[src/rtl/clock_divider_sequencer_pkg.sv]
// Shared definitions for the divided-clock sequencer: sequencer state
// encoding and default sizing of the divide counter and divisor.
package clock_divider_sequencer_pkg;

  typedef enum logic [1:0] {
    ST_IDLE     = 2'd0,
    ST_RUN      = 2'd1,
    ST_STOPPING = 2'd2
  } seq_state_t;

  localparam int DEFAULT_WIDTH       = 28;
  localparam int DEFAULT_DIVISOR     = 4;
  localparam int DEFAULT_MIN_DIVISOR = 2;

endpackage

[src/rtl/clock_divider_sequencer_divider_counter.sv]
// Divide counter for the divided-clock datapath.
// Counts 0..divisor-1 while enabled, flags the last cycle of each period and
// produces registered clockOut/tick decodes for the cycle being entered.
//
// Ports:
//   clockIn      - sole clock, rising edge
//   i_clear      - synchronous clear of counter and decodes
//   i_enable     - divided clock runs in the coming cycle
//   i_divisor    - divisor currently in effect
//   o_boundary   - current cycle is the last one of a running period
//   o_clock_out  - divided clock
//   o_tick       - high on the first cycle of each divided period
module clock_divider_sequencer_divider_counter
  import clock_divider_sequencer_pkg::*;
#(
  parameter int WIDTH = DEFAULT_WIDTH
) (
  input  logic             clockIn,
  input  logic             i_clear,
  input  logic             i_enable,
  input  logic [WIDTH-1:0] i_divisor,
  output logic             o_boundary,
  output logic             o_clock_out,
  output logic             o_tick
);

  logic             r_active;
  logic [WIDTH-1:0] r_counter;
  logic             r_clock_out;
  logic             r_tick;
  logic             w_boundary;
  logic [WIDTH-1:0] w_counter_next;

  assign w_boundary = r_active && (r_counter == (i_divisor - WIDTH'(1)));

  // Entering a run from idle starts at 0 rather than incrementing, so the
  // first running cycle is always the start of a fresh period.
  always_comb begin
    w_counter_next = '0;
    if (i_enable && r_active && !w_boundary) begin
      w_counter_next = r_counter + WIDTH'(1);
    end
  end

  // The decode uses the current divisor: a new divisor only takes effect when
  // the next counter value is 0, and 0 decodes low for any legal divisor.
  always_ff @(posedge clockIn) begin
    if (i_clear) begin
      r_active    <= 1'b0;
      r_counter   <= '0;
      r_clock_out <= 1'b0;
      r_tick      <= 1'b0;
    end else begin
      r_active    <= i_enable;
      r_counter   <= w_counter_next;
      r_clock_out <= i_enable && (w_counter_next >= (i_divisor >> 1));
      r_tick      <= i_enable && (w_counter_next == '0);
    end
  end

  assign o_boundary  = w_boundary;
  assign o_clock_out = r_clock_out;
  assign o_tick      = r_tick;

endmodule

[src/rtl/clock_divider_sequencer.sv]
// Run/stop and reconfiguration controller for the divided-clock datapath.
// New divisors arrive over a valid/ready handshake and are applied only at
// period boundaries so clockOut never produces runt pulses.
//
// state    | meaning
// ---------+-----------------------------------------------------------
// IDLE     | divided clock halted, counter held at 0, clockOut low
// RUN      | divided clock running
// STOPPING | running until the end of the current period, then IDLE
//
// Ports:
//   clockIn        - sole clock, rising edge
//   reset          - synchronous, active-high
//   start / stop   - level requests to run / halt at end of period
//   cfgValid/Ready - divisor offer handshake, cfgDivisor carries the value
//   cfgError       - one-cycle pulse when an accepted divisor was too small
//   clockOut, tick - divided clock and first-cycle-of-period pulse
//   running        - high in RUN or STOPPING
//   activeDivisor  - divisor currently in effect
module clock_divider_sequencer
  import clock_divider_sequencer_pkg::*;
#(
  parameter int WIDTH       = DEFAULT_WIDTH,
  parameter int DIVISOR     = DEFAULT_DIVISOR,
  parameter int MIN_DIVISOR = DEFAULT_MIN_DIVISOR
) (
  input  logic             clockIn,
  input  logic             reset,
  input  logic             start,
  input  logic             stop,
  input  logic             cfgValid,
  input  logic [WIDTH-1:0] cfgDivisor,
  output logic             cfgReady,
  output logic             cfgError,
  output logic             clockOut,
  output logic             tick,
  output logic             running,
  output logic [WIDTH-1:0] activeDivisor
);

  seq_state_t       r_state;
  seq_state_t       w_state_next;
  logic [WIDTH-1:0] r_active_div;
  logic [WIDTH-1:0] r_pending_div;
  logic             r_pending_flag;
  logic             r_cfg_error;
  logic             w_boundary;
  logic             w_accept;
  logic             w_div_legal;
  logic             w_run_next;

  assign cfgReady    = !r_pending_flag && !reset;
  assign w_accept    = cfgValid && cfgReady;
  assign w_div_legal = (cfgDivisor >= WIDTH'(MIN_DIVISOR));
  assign w_run_next  = (w_state_next != ST_IDLE);

  always_ff @(posedge clockIn) begin
    if (reset) begin
      r_state <= ST_IDLE;
    end else begin
      r_state <= w_state_next;
    end
  end

  // stop always wins over a simultaneous start.
  always_comb begin
    w_state_next = r_state;
    case (r_state)
      ST_IDLE: begin
        if (start && !stop) w_state_next = ST_RUN;
      end
      ST_RUN: begin
        if (stop) w_state_next = ST_STOPPING;
      end
      ST_STOPPING: begin
        if (start && !stop) w_state_next = ST_RUN;
        else if (w_boundary) w_state_next = ST_IDLE;
      end
      default: w_state_next = ST_IDLE;
    endcase
  end

  // A pending divisor and a new acceptance never coincide: acceptance needs
  // the pending slot empty, so an offer taken on a boundary cycle waits a
  // full period before it is applied.
  always_ff @(posedge clockIn) begin
    if (reset) begin
      r_active_div   <= WIDTH'(DIVISOR);
      r_pending_div  <= '0;
      r_pending_flag <= 1'b0;
      r_cfg_error    <= 1'b0;
    end else begin
      r_cfg_error <= w_accept && !w_div_legal;
      if (w_boundary && r_pending_flag) begin
        r_active_div   <= r_pending_div;
        r_pending_flag <= 1'b0;
      end
      if (w_accept && w_div_legal) begin
        if (r_state == ST_IDLE) begin
          r_active_div <= cfgDivisor;
        end else begin
          r_pending_div  <= cfgDivisor;
          r_pending_flag <= 1'b1;
        end
      end
    end
  end

  clock_divider_sequencer_divider_counter #(
    .WIDTH (WIDTH)
  ) u_divider_counter (
    .clockIn     (clockIn),
    .i_clear     (reset),
    .i_enable    (w_run_next),
    .i_divisor   (r_active_div),
    .o_boundary  (w_boundary),
    .o_clock_out (clockOut),
    .o_tick      (tick)
  );

  assign cfgError      = r_cfg_error;
  assign running       = (r_state != ST_IDLE);
  assign activeDivisor = r_active_div;

endmodule

[config.mk]
export PLATFORM = sky130hd
export DESIGN_NAME = clock_divider_sequencer
export DESIGN_NICKNAME = d
export VERILOG_FILES = /design/src/rtl/clock_divider_sequencer_pkg.sv /design/src/rtl/clock_divider_sequencer_divider_counter.sv /design/src/rtl/clock_divider_sequencer.sv
export SDC_FILE = /design/constraint.sdc
export NUM_CORES = 1
export LEC_CHECK = 0
export CAP_MARGIN = 20
export CORE_MARGIN = 2
export CORE_UTILIZATION = 60
export CTS_BUF_LIST = sky130_fd_sc_hd__clkbuf_8
export CTS_CLUSTER_DIAMETER = 100
export DETAILED_ROUTE_END_ITERATION = 12
export PLACE_DENSITY = 0.84
export SYNTH_ARGS = -nofsm -noshare
export SYNTH_HDL_FRONTEND = slang
export SYNTH_SLANG_ARGS = --single-unit
export TNS_END_PERCENT = 10
[constraint.sdc]
create_clock -name clockIn -period 10.9 [get_ports clockIn]
set_input_delay 2.18 -clock clockIn [delete_from_list [all_inputs] [get_ports clockIn]]
set_output_delay 2.18 -clock clockIn [all_outputs]
set_load 0.01 [all_outputs]
# Word-level counts from Yosys, hierarchy flattened

Cells that the tools add are included.

$add $sub $neg: 2
Multiply operators: 0
Divide/modulo/power cells: 0
Order comparisons: 2
Equal/unequal tests: 3
Shift-type cells: 0
Mux-type cells: 12
Bitwise logic cells: 1
Reductions and logical operators: 21

Operators with widths:

| cell                                                                | number |
|---|---|
| two-way mux 28 bit                                                  | 4 |
| adder 28 x 1 -> 28 bit (second input constant)                      | 1 |
| equality test 28 bit                                                | 1 |
| greater-or-equal comparator 28 x 2 -> 1 bit (second input constant) | 1 |
| greater-or-equal comparator 28 x 27 -> 1 bit                        | 1 |
| logical NOT 28 bit                                                  | 1 |
| subtractor 28 x 1 -> 28 bit (second input constant)                 | 1 |
| logical AND 1 bit                                                   | 11 |
| two-way mux 2 bit                                                   | 4 |
| case mux 2 bit (3 select lines)                                     | 1 |
| logical NOT 1 bit                                                   | 5 |
| nonzero test 2 bit                                                  | 2 |
| two-way mux 1 bit                                                   | 3 |
| equality test 2 x 1 -> 1 bit (second input constant)                | 1 |
| equality test 2 bit (second input constant)                         | 1 |
| logical NOT 2 bit                                                   | 1 |
| AND reduction 2 bit                                                 | 1 |
| inverter 1 bit                                                      | 1 |

Register bits: 91
Latch bits: 0
Bits in writable memories: 0
Memory bits (read-only): 0
Input port bits: 33
Output and inout port bits: 33
Word-level logic and storage cells: 50
Memories kept: 0

# Logic depth before layout (Yosys ltp)

Gate-level depths: netlist of the first run.

Word-level depth: 12
Mapped depth: 23
Gate-level depth less buffers: 21

# Hierarchy

A second synthesis of the first run with hierarchy kept.

Cell total of the unflattened synthesis: 762
Area total of the unflattened synthesis: 6394.9 um2

Modules (own cells, without submodules):

| module                                  | instances | cells an instance | area an instance (um2) | seq. area each (um2) |
|---|---|---|---|---|
| clock_divider_sequencer_divider_counter | 1         | 455               | 3437.0                 | 620.6 |
| clock_divider_sequencer                 | 1         | 307               | 2957.8                 | 1201.2 |

# Worst setup path before layout of the first run

No wires, ideal clock.

Path kind: input to register
From: input port stop
To: register u_divider_counter.r_clock_out, in the netlist u_divider_counter.o_clock_out
Library setup time: 0.125 ns
Arrival: 4.599 ns
Required time: 10.775 ns
Path slack: 6.176 ns
Stages: 14
Buffers on the path: 0
Cells stage by stage: nand2b_1 a21oi_1 nand2_4 or2_1 ha_1 nand2b_1 a21o_1 a21oi_1 o211ai_1 a21oi_1 o21ai_0 a41o_1 a221oi_1 a21boi_1

Word-level cells in the longest chain between the ends: 10
Elaborated cells between the ends (all ways): 12
Those cells by class: 1 x order compare; 5 x mux; 6 x reduce/logical

RTL lines:

| item                                         | RTL line                                                     | text |
|---|---|---|
| start, declared                              | clock_divider_sequencer.sv:30                                | `input logic stop,` |
| logical NOT 1 bit                            | clock_divider_sequencer.sv:70, clock_divider_sequencer.sv:76 |  |
| logical AND 1 bit                            | clock_divider_sequencer.sv:70, clock_divider_sequencer.sv:76 |  |
| two-way mux 2 bit, on equally long branches  | clock_divider_sequencer.sv:76, clock_divider_sequencer.sv:70 |  |
| case mux 2 bit (3 select lines) *            | clock_divider_sequencer.sv:68                                | `case (r_state)` |
| nonzero test 2 bit *                         | clock_divider_sequencer.sv:55                                | `assign w_run_next = (w_state_next != ST_IDLE);` |
| logical AND 1 bit (2 in a row)               | clock_divider_sequencer_divider_counter.sv:40                | `if (i_enable && r_active && !w_boundary) begin` |
| two-way mux 28 bit                           | clock_divider_sequencer_divider_counter.sv:40                |  |
| greater-or-equal comparator 28 x 27 -> 1 bit | clock_divider_sequencer_divider_counter.sv:56                | `r_clock_out <= i_enable && (w_counter_next >= (i_divisor >> 1));` |
| logical AND 1 bit *                          | clock_divider_sequencer_divider_counter.sv:56                |  |
| end signal, assigned                         | clock_divider_sequencer_divider_counter.sv:56                |  |
| end, declared                                | clock_divider_sequencer_divider_counter.sv:29                | `logic r_clock_out;` |

Every way passes the cells marked *; elsewhere a longest branch is shown, timed or not.
A chain may end at the register's enable or synchronous reset.

# Final worst setup path of the first run

From: input port reset
To: output port cfgReady

Word-level cells in the longest chain between the ends: 2

RTL lines:

| item              | RTL line                      | text |
|---|---|---|
| start, declared   | clock_divider_sequencer.sv:28 | `input logic reset,` |
| logical NOT 1 bit | clock_divider_sequencer.sv:52 | `assign cfgReady = !r_pending_flag && !reset;` |
| logical AND 1 bit | clock_divider_sequencer.sv:52 |  |
| end, declared     | clock_divider_sequencer.sv:33 | `output logic cfgReady,` |

Every way passes these cells.

==> impl_summary.md, run 1 <==
Drt
After detailed routing, the number of remaining DRC violations is 0. Dividing the detail-routed via count by the number of cells gives approximately 6.2. The total number of vias is 5,655. After the first detailed-routing iteration, the DRC count stood at between 500 and 600. The residual antenna-violating net count after detailed routing is 0. The per-cell routed wire length is approximately 18 um.

The aggregate routed wire length is about 16 mm. The first-pass iteration count of the detailed router is 5.

STA
The worst clock skew is 9.92 ps. The maximum operating frequency is 182 MHz. The final-report max-slew violation count is 0. Setup repair after global routing left no endpoint under its margin. The final clock period utilization by the worst path is 0.503. For the final routed database, the setup TNS stands at 0 ps. The clock period could shrink to 5480 ps. Headroom to the max-slew limit came out at 0.342. The transition time at the pin with the least slew margin is 987 ps. The number of failing hold endpoints at the final stage is 0. The final number of setup-violating endpoints is 0.

Worst setup path
Measured in cells, the most critical reg-to-reg path has a length of 21. The worst endpoint data arrival time is between 3000 and 4000 ps. In this run the worst path has a maximum fanout of 2. The critical path data required time is ~8700 ps.

The beginning of the critical path is reset. The flop-to-flop setup slack is between 5000 and 6000 ps. The critical path ends at cfgReady.

The worst setup path is launched from an input pin. The type of the worst setup path is input pin to output pin. STA classifies the critical path endpoint as an output pin.

The startpoint identified for the worst register-to-register timing path is activeDivisor[1]. The worst register-to-register path ends at u_divider_counter.o_clock_out.

Synthesis
Of the post-synthesis cell area, the dominant cell type holds 0.303. Of the total synthesized cell area, the portion taken by AND, OR, NAND and NOR gates is 0.262. The post-synthesis share of cell area spent on xor and xnor gates is 0.0875. The fraction of the mapped netlist area in compound gates is 0.124. The average footprint of a synthesized cell is about 8 sq um. By area, the combinational part of the netlist is dominated by simple AND/OR/NAND/NOR gates.

Counting every net in the synthesized netlist gives 799. For this run, the register share of the synthesized area comes to 0.303. The area share of fa/ha/maj cells after synthesis is 0.0604. Synthesis produced approximately 740 cells.

The synthesized netlist contains 73 unique library cells. In the synthesized netlist the async set-or-reset flop fraction comes to 0. The number of warnings issued by yosys is 0. The number of synthesized flops with an enable pin is 0. In the synthesized netlist the dominant register cell turns out to be dfxtp_1.

After synthesis, the cell types taking the most area are dfxtp_1, mux2i_1, nor2_1. The leading area contributor after synthesis is dfxtp_1. The number of synthesized register bits is between 90 and 100. The cell area that synthesis handed to floorplanning was 6010 sq um. The mux contribution to synthesized area is 0.0935.

Clock tree
Once the clock tree was built, the setup fixing pass inserted 0 buffers. The number of sinks on the clock net is 91. The clock passes through at most 2 buffers. The TritonCTS clock tree is built. At the later pin of the worst-skew pair, clock insertion delay measures 380 ps. After clock tree synthesis, the repair step resized 0 gates. After clock tree synthesis, the clock-pin slew on the worst setup and hold paths is 90 ps.

Clock tree synthesis inserted a total of 9 buffers. In this run the number of H-tree levels came out at 3. The number of hold buffers added after cts is 0. The root buffer selected by CTS is clkbuf_8.

Floorplanning
The die outline height is approximately 100 um. The die covers 10,800 sq um. The initialized floorplan defines 36 standard-cell rows. The die outline width is 104 um.

The standard cell core area is a little under 10,000 sq um. The number of top-level pins is 66. For this configuration, the core starts out at a cell density of 0.617.

Power
The combinational share of power is 0.205. Of the total power, the clock network draws 0.308. The power density over cell area is 111 nW/um^2. The maximum vdd ir drop is 0.0000814 V. The internal portion of the total power is 0.509 mW.

Of the total power, the share spent switching nets is 0.326. The share of total power dissipated in sequential elements is 0.487. For this design the static power due to leakage is 2.59 nW. The total power after layout is between 0.7 and 0.8 mW. In this run the power spent charging and discharging nets is ~0.25 mW.

GRT
The overflow left after global routing is 0. Across every metal layer, demand over resource in global routing totals 0.298. The number of global-route vias before repair was 5,370.

The wire length of the first global-routing pass is 26.2 mm. The largest net degree at the start of global routing is 35. The number of antenna violations at the first check in global routing was 0.

Placed design
Once placement completed, the tool counted placed cells totaling slightly below 900. The number of port buffers is 65. The post-DP HPWL is approximately 12 mm. The congestion estimate from routability-driven global placement came to 0.907.

Cells and area
The repair_antennas step left the layout with diodes totalling 0. In the final design database the tool counted 833 nets. The area added between synthesis and finish is 13.1%. The fraction of final layout cells with drive strength greater than 1 is 0.0438. In the layout the commonest cells are nor2_1, dfxtp_1, clkdlybuf4s50_1, mux2i_1, nand2_1. The number of filler instances in the final layout is 808. Leaving out fill and tap cells, the most frequent cell in the layout is nor2_1. The number of standard cells in the layout, taps in and fillers out is 909.

Hold path
The type of the worst min-delay path is flop to flop.

Run
Across the run, the number of max-cap violations was 0.

Run status
The flow ran to the end, and the final reports show no timing, DRC or antenna violations.
==> critical path: stages <==
cell             delay (ps)
clkdlybuf4s50_1         420
nor2_1                  140
clkdlybuf4s50_1         560
==> flip-flops by register name, indices dropped and copies added, names as in the netlist <==
register                       count
activeDivisor                     28
cfgError                           1
r_pending_div                     28
r_pending_flag                     1
r_state                            2
u_divider_counter.o_clock_out      1
u_divider_counter.o_tick           1
u_divider_counter.r_active         1
u_divider_counter.r_counter       28
==> layer usage <==
layer  track usage  routed length (um)  vias up
met5             0                   0        -
met4         0.111                 365        0
met3        0.0414                1270       37
met2         0.493                7650      252
met1         0.396                7020     2686
li1              -                   -     2680
==> layout make-up <==
type | instances | area, sq um | share of cell area
timing repair buffer | 70 | 693 | 0.102
multi-input combinational | 561 | 3780 | 0.556
sequential | 91 | 1820 | 0.268
inverter | 38 | 143 | 0.0210
clock buffer | 10 | 138 | 0.0203
tap | 133 | 166 | 0.0245
clock inverter | 6 | 53.8 | 0.00792
==> cells by family (layout without fill, tap and decap cells) <==
family / Yosys count / in the layout
adders and majority gates: 29 / 29
buffers and inverters: 85 / 124
and+or+nand+nor: 304 / 304
muxes: 56 / 56
AOI/OAI and AO/OA: 112 / 112
DFF: 91 / 91
xor gates and xnor gates: 60 / 60
==> cells in the mapped netlist, drive strengths merged, types with 20 or more instances <==
library cell  count
buf              20
clkbuf           27
dfxtp            91
ha               29
inv              38
mux2i            55
nand2            52
nand3            22
nand4            21
nor2            108
nor4             21
o21ai            38
xnor2            35
xor2             25
==> through the flow <==
| step | cell area (sq um) | worst slack, ps | hold WS [ps] | utilization |
|---|---|---|---|---|
| 2_1_floorplan | 6010 | 6180 | 450 | - |
| 3_3_place_gp | 6580 | 5290 | 472 | 0.676 |
| 3_5_place_dp | 6600 | 5200 | 492 | 0.678 |
| 4_1_cts | 6790 | 5410 | 518 | 0.698 |
| 5_1_grt | 6790 | 5170 | 544 | 0.698 |
| 6_report | 6790 | 5420 | 518 | 0.698 |
==> power groups by stage <==
stage / Sequential [mW] / Combinational [mW] / Clock, mW
floorplan: 0.366 / 0.101 / 0
global placement: 0.374 / 0.144 / 0
detailed placement: 0.374 / 0.151 / 0
CTS: 0.367 / 0.152 / 0.232
global route: 0.370 / 0.167 / 0.245
finish: 0.368 / 0.155 / 0.233
==> worst min path at each step <==
stage / start / to / slack, ps / cells past startpoint
6_report: r_pending_div[11] / r_pending_div[11] / 520 / 2
5_1_grt: r_pending_div[11] / r_pending_div[11] / 540 / 2
4_1_cts: r_pending_div[11] / r_pending_div[11] / 520 / 2
3_5_place_dp: r_pending_div[10] / r_pending_div[10] / 490 / 2
3_3_place_gp: r_pending_div[2] / r_pending_div[2] / 470 / 2
2_1_floorplan: r_pending_flag / r_pending_flag / 450 / 2
(Power assumes the default switching activity.)
==> run 2: changes to the inputs <==
--- a/config.mk
+++ b/config.mk
@@ -7,11 +7,11 @@
 export LEC_CHECK = 0
 export CAP_MARGIN = 20
 export CORE_MARGIN = 2
-export CORE_UTILIZATION = 60
+export CORE_UTILIZATION = 59
 export CTS_BUF_LIST = sky130_fd_sc_hd__clkbuf_8
 export CTS_CLUSTER_DIAMETER = 100
 export DETAILED_ROUTE_END_ITERATION = 12
-export PLACE_DENSITY = 0.84
+export PLACE_DENSITY = 0.83
 export SYNTH_ARGS = -nofsm -noshare
 export SYNTH_HDL_FRONTEND = slang
 export SYNTH_SLANG_ARGS = --single-unit
==> constraint.sdc (replaced) <==
create_clock -name clockIn -period 5.35 [get_ports clockIn]
set_input_delay 1.07 -clock clockIn [delete_from_list [all_inputs] [get_ports clockIn]]
set_output_delay 1.07 -clock clockIn [all_outputs]
set_load 0.01 [all_outputs]
==> run 2 against run 1 <==
Register-to-register slack lost 5200 ps. Core utilization about the same. First-iteration DRC count shrank 13%. Worst setup slack got worse by 5000 ps. Global-route usage down 0.78 points. Clock power is 110% higher. Sequential power grew 100%. Via count decreased by 0.30%. Critical endpoint is now u_divider_counter.o_clock_out. Highest routed layer unchanged.
==> impl_summary.md, run 2 (synthesis gave the netlist of run 1 again) <==
STA
The maximum operating frequency is 201 MHz. Counting I/O delays and the setup requirement, the final critical path takes 4970 ps. The post-route worst hold slack is 510 ps (was 518 ps).

Of the available clock period, the critical path in the final layout requires 0.929. Setup repair after global routing missed its margin: no (unchanged). The setup TNS after final layout is 0 ps (unchanged). The final number of setup-violating endpoints is 0 (unchanged). The number of failing hold endpoints at the final stage is 0 (unchanged).

The final-report max-slew violation count was 0 (unchanged). The setup slack of the critical path after layout is 381 ps (was 5420 ps). The worst clock skew is 15.7 ps (was 9.92 ps).

The worst slew slack as a fraction of its limit is 0.366 (was 0.342). The transition time at the pin with the least slew margin is 950 ps (was 987 ps).

Clock tree
The number of sinks on the clock net is 91 (unchanged). The TritonCTS clock tree is built (unchanged). The largest buffer count on any clock path was 2 (unchanged). The total clock buffers created by CTS is 9 (unchanged). The root buffer selected by CTS is clkbuf_8 (unchanged).

The clock-pin slew of the registers on the worst-case setup and hold paths is 110 ps (was 90 ps). The clock latency on the worst-skew pair is 370 ps (was 380 ps). The maximum level of the CTS H-tree came to 3 (unchanged).

Floorplanning
The number of top-level pins is 66 (unchanged). The die outline height was 105 um (was 104 um). The die outline width is 105 um (was 104 um). The number of cell rows is 36 (unchanged). The starting density of the core is 0.612 (was 0.617).

The floorplan die area is 11,000 sq um (was 10,800 sq um). The standard cell core area came to 9820 sq um (was 9730 sq um).

Drt
The first-iteration detailed-routing DRC count is 505 (was 583). The aggregate routed wire length is 15.9 mm (was 16.3 mm). The first-pass iteration count of the detailed router came to 6 (was 5). The residual antenna-violating net count after detailed routing is 0 (unchanged). The via count normalized by instance count is 6.17 (was 6.22). The total number of vias came to 5,638 (was 5,655). The number of remaining DRC errors is 0 (unchanged). The per-cell routed wire length came to 17.4 um (was 17.9 um).

Worst setup path
The longest individual stage delay on the worst path is 660 ps (was 560 ps). The type of the worst setup path is flop to flop (was input pin to output pin). The slowest stage cell on the critical path is or4_4 (was clkdlybuf4s50_1).

The launching element type of the critical path was a flop (was input pin). The total buffers and inverters traversed by the critical path is 0 (was 2). The nature of the critical path endpoint is a flop (was output pin). Series of cell instances along the critical path: or4_4 > or3_1 > o31a_1 > o21a_1 > o31ai_2 > nand2b_1 > or2_4 > nand2_8 > or2_1 > ha_1 > nand2b_1 > a21o_1 > a21oi_1 > o211ai_1 > a21oi_1 > o21ai_0 > a41o_1 > a221oi_1 > a21boi_1 (was clkdlybuf4s50_1 > nor2_1 > clkdlybuf4s50_1). The flop-to-flop setup slack is 380 ps (was 5600 ps). The startpoint of the worst register-to-register path is activeDivisor[4] (was activeDivisor[1]). The worst endpoint data arrival time is 5220 ps (was 3300 ps). The number of cells on the worst reg-to-reg path is 19 (was 21). The family with the most delay on the worst path is compound AO/OA/AOI/OAI gates (was buffers and inverters). The largest driver fanout on the critical path was 28 (was 2).

The capture instance of the worst register-to-register path is u_divider_counter.o_clock_out (unchanged). The critical path data required time came to 5600 ps (was 8720 ps).

Cells and area
The antenna cell count came to 0 (unchanged). The number of nets in the final layout is 838 (was 833). The area added between synthesis and finish is 14.2% (was 13.1%). The final core area utilization came to 0.698 (about the same).

The number of standard cells in the layout, taps in and fillers out is 914 (was 909). The commonest non-fill, non-tap cell in the layout is nor2_1 (unchanged). The finished layout cell area came to 6860 sq um (was 6790 sq um). The fraction of final layout cells with drive strength greater than 1 is 0.0538 (was 0.0438). Most frequent cells in the layout: nor2_1, dfxtp_1, clkdlybuf4s50_1, mux2i_1, nand2_1 (unchanged).

Placed design
The post-DP HPWL is 12.1 mm (was 11.9 mm). The post-placement worst setup slack is 253 ps (was 5200 ps). The placer's final routability congestion estimate is 0.930 (was 0.907). The number of cells in the design after placement is 896 (was 892). The placed instance area is 6620 sq um (was 6600 sq um).

The number of port buffers is 65 (unchanged).

Power
The power density over cell area is 227 nW/um^2 (was 111 nW/um^2). The total power after layout is 1.55 mW (was 0.755 mW). The leakage dissipation was 2.63 nW (was 2.59 nW). The maximum vdd ir drop is 0.000166 V (was 0.0000814 V).

GRT
The overall track demand over capacity in global routing is 0.290 (was 0.298). The overflow left after global routing came to 0 (unchanged). The number of global-route vias before repair was 5,338 (was 5,370). The largest net degree at the start of global routing is 36 (was 35). The number of antenna violations at the first check in global routing was 0 (unchanged).

The wire length of the first global-routing pass is 26.1 mm (was 26.2 mm).

Hold path
The source of the worst hold timing path was r_pending_div[2] (was r_pending_div[11]). The capture endpoint of the worst hold path is r_pending_div[2] (was r_pending_div[11]). The instance count along the most critical hold path was 2 (unchanged). The type of the worst min-delay path is flop to flop (unchanged).

Run status
Outcome: complete, no violations (unchanged).

Run
The reported max-cap violation count is 0 (unchanged).
run 2: cell types whose count changed in the layout (fill, tap and decap cells not counted), sizes merged:
cell | before | now
clkinvlp | 1 | 0
buf | 4 | 10
inv | 42 | 43
clkbuf | 11 | 10
run 2: how the worst max path moves through the flow:
| stage | to | slack, ps | depth (start not counted) | start |
|---|---|---|---|---|
| after floorplan | u_divider_counter.o_clock_out | 710 | 23 | activeDivisor[3] |
| after global placement | u_divider_counter.o_clock_out | 440 | 21 | activeDivisor[1] |
| after detailed placement | u_divider_counter.o_clock_out | 250 | 21 | activeDivisor[1] |
| after CTS | u_divider_counter.o_clock_out | 170 | 21 | activeDivisor[1] |
| after global routing | u_divider_counter.o_clock_out | 30 | 21 | activeDivisor[1] |
| final | u_divider_counter.o_clock_out | 380 | 19 | activeDivisor[4] |
run 2: cell type report:
cell class / count / area (sq um)
Multi-Input combinational cell: 561 / 3800
Fill cell: 792 / 2960
Sequential cell: 91 / 1820
Timing Repair Buffer: 75 / 729
Tap cell: 133 / 166
Inverter: 38 / 143
Clock buffer: 10 / 138
Clock inverter: 6 / 62.6
run 2: routing by layer:
metal | up-vias | global-route usage | share of wire | wire length (um)
li1 | 2689 | - | - | -
met1 | 2641 | 0.407 | 0.44 | 6980
met4 | 0 | 0.107 | 0.023 | 373
met2 | 278 | 0.446 | 0.44 | 7050
met3 | 30 | 0.0505 | 0.095 | 1510
met5 | - | 0 | 0 | 0
run 2: worst min-delay path: stages, from the launching register on:
cell and delay, ps:
dfxtp_1 340, mux2i_1 70, nor2_1 80
run 2: timing repair:
item                                    in CTS  in global routing
hold buffers                                 0                  0
setup buffers                                0                  1
endpoints found under the setup margin       0                  1
resized for setup                            0                  4
run 2: where the power goes:
part	switching (mW)	internal (mW)	leakage, nW
registers	0.0429	0.701	0.740
logic	0.173	0.149	1.78
clock network	0.289	0.198	0.105
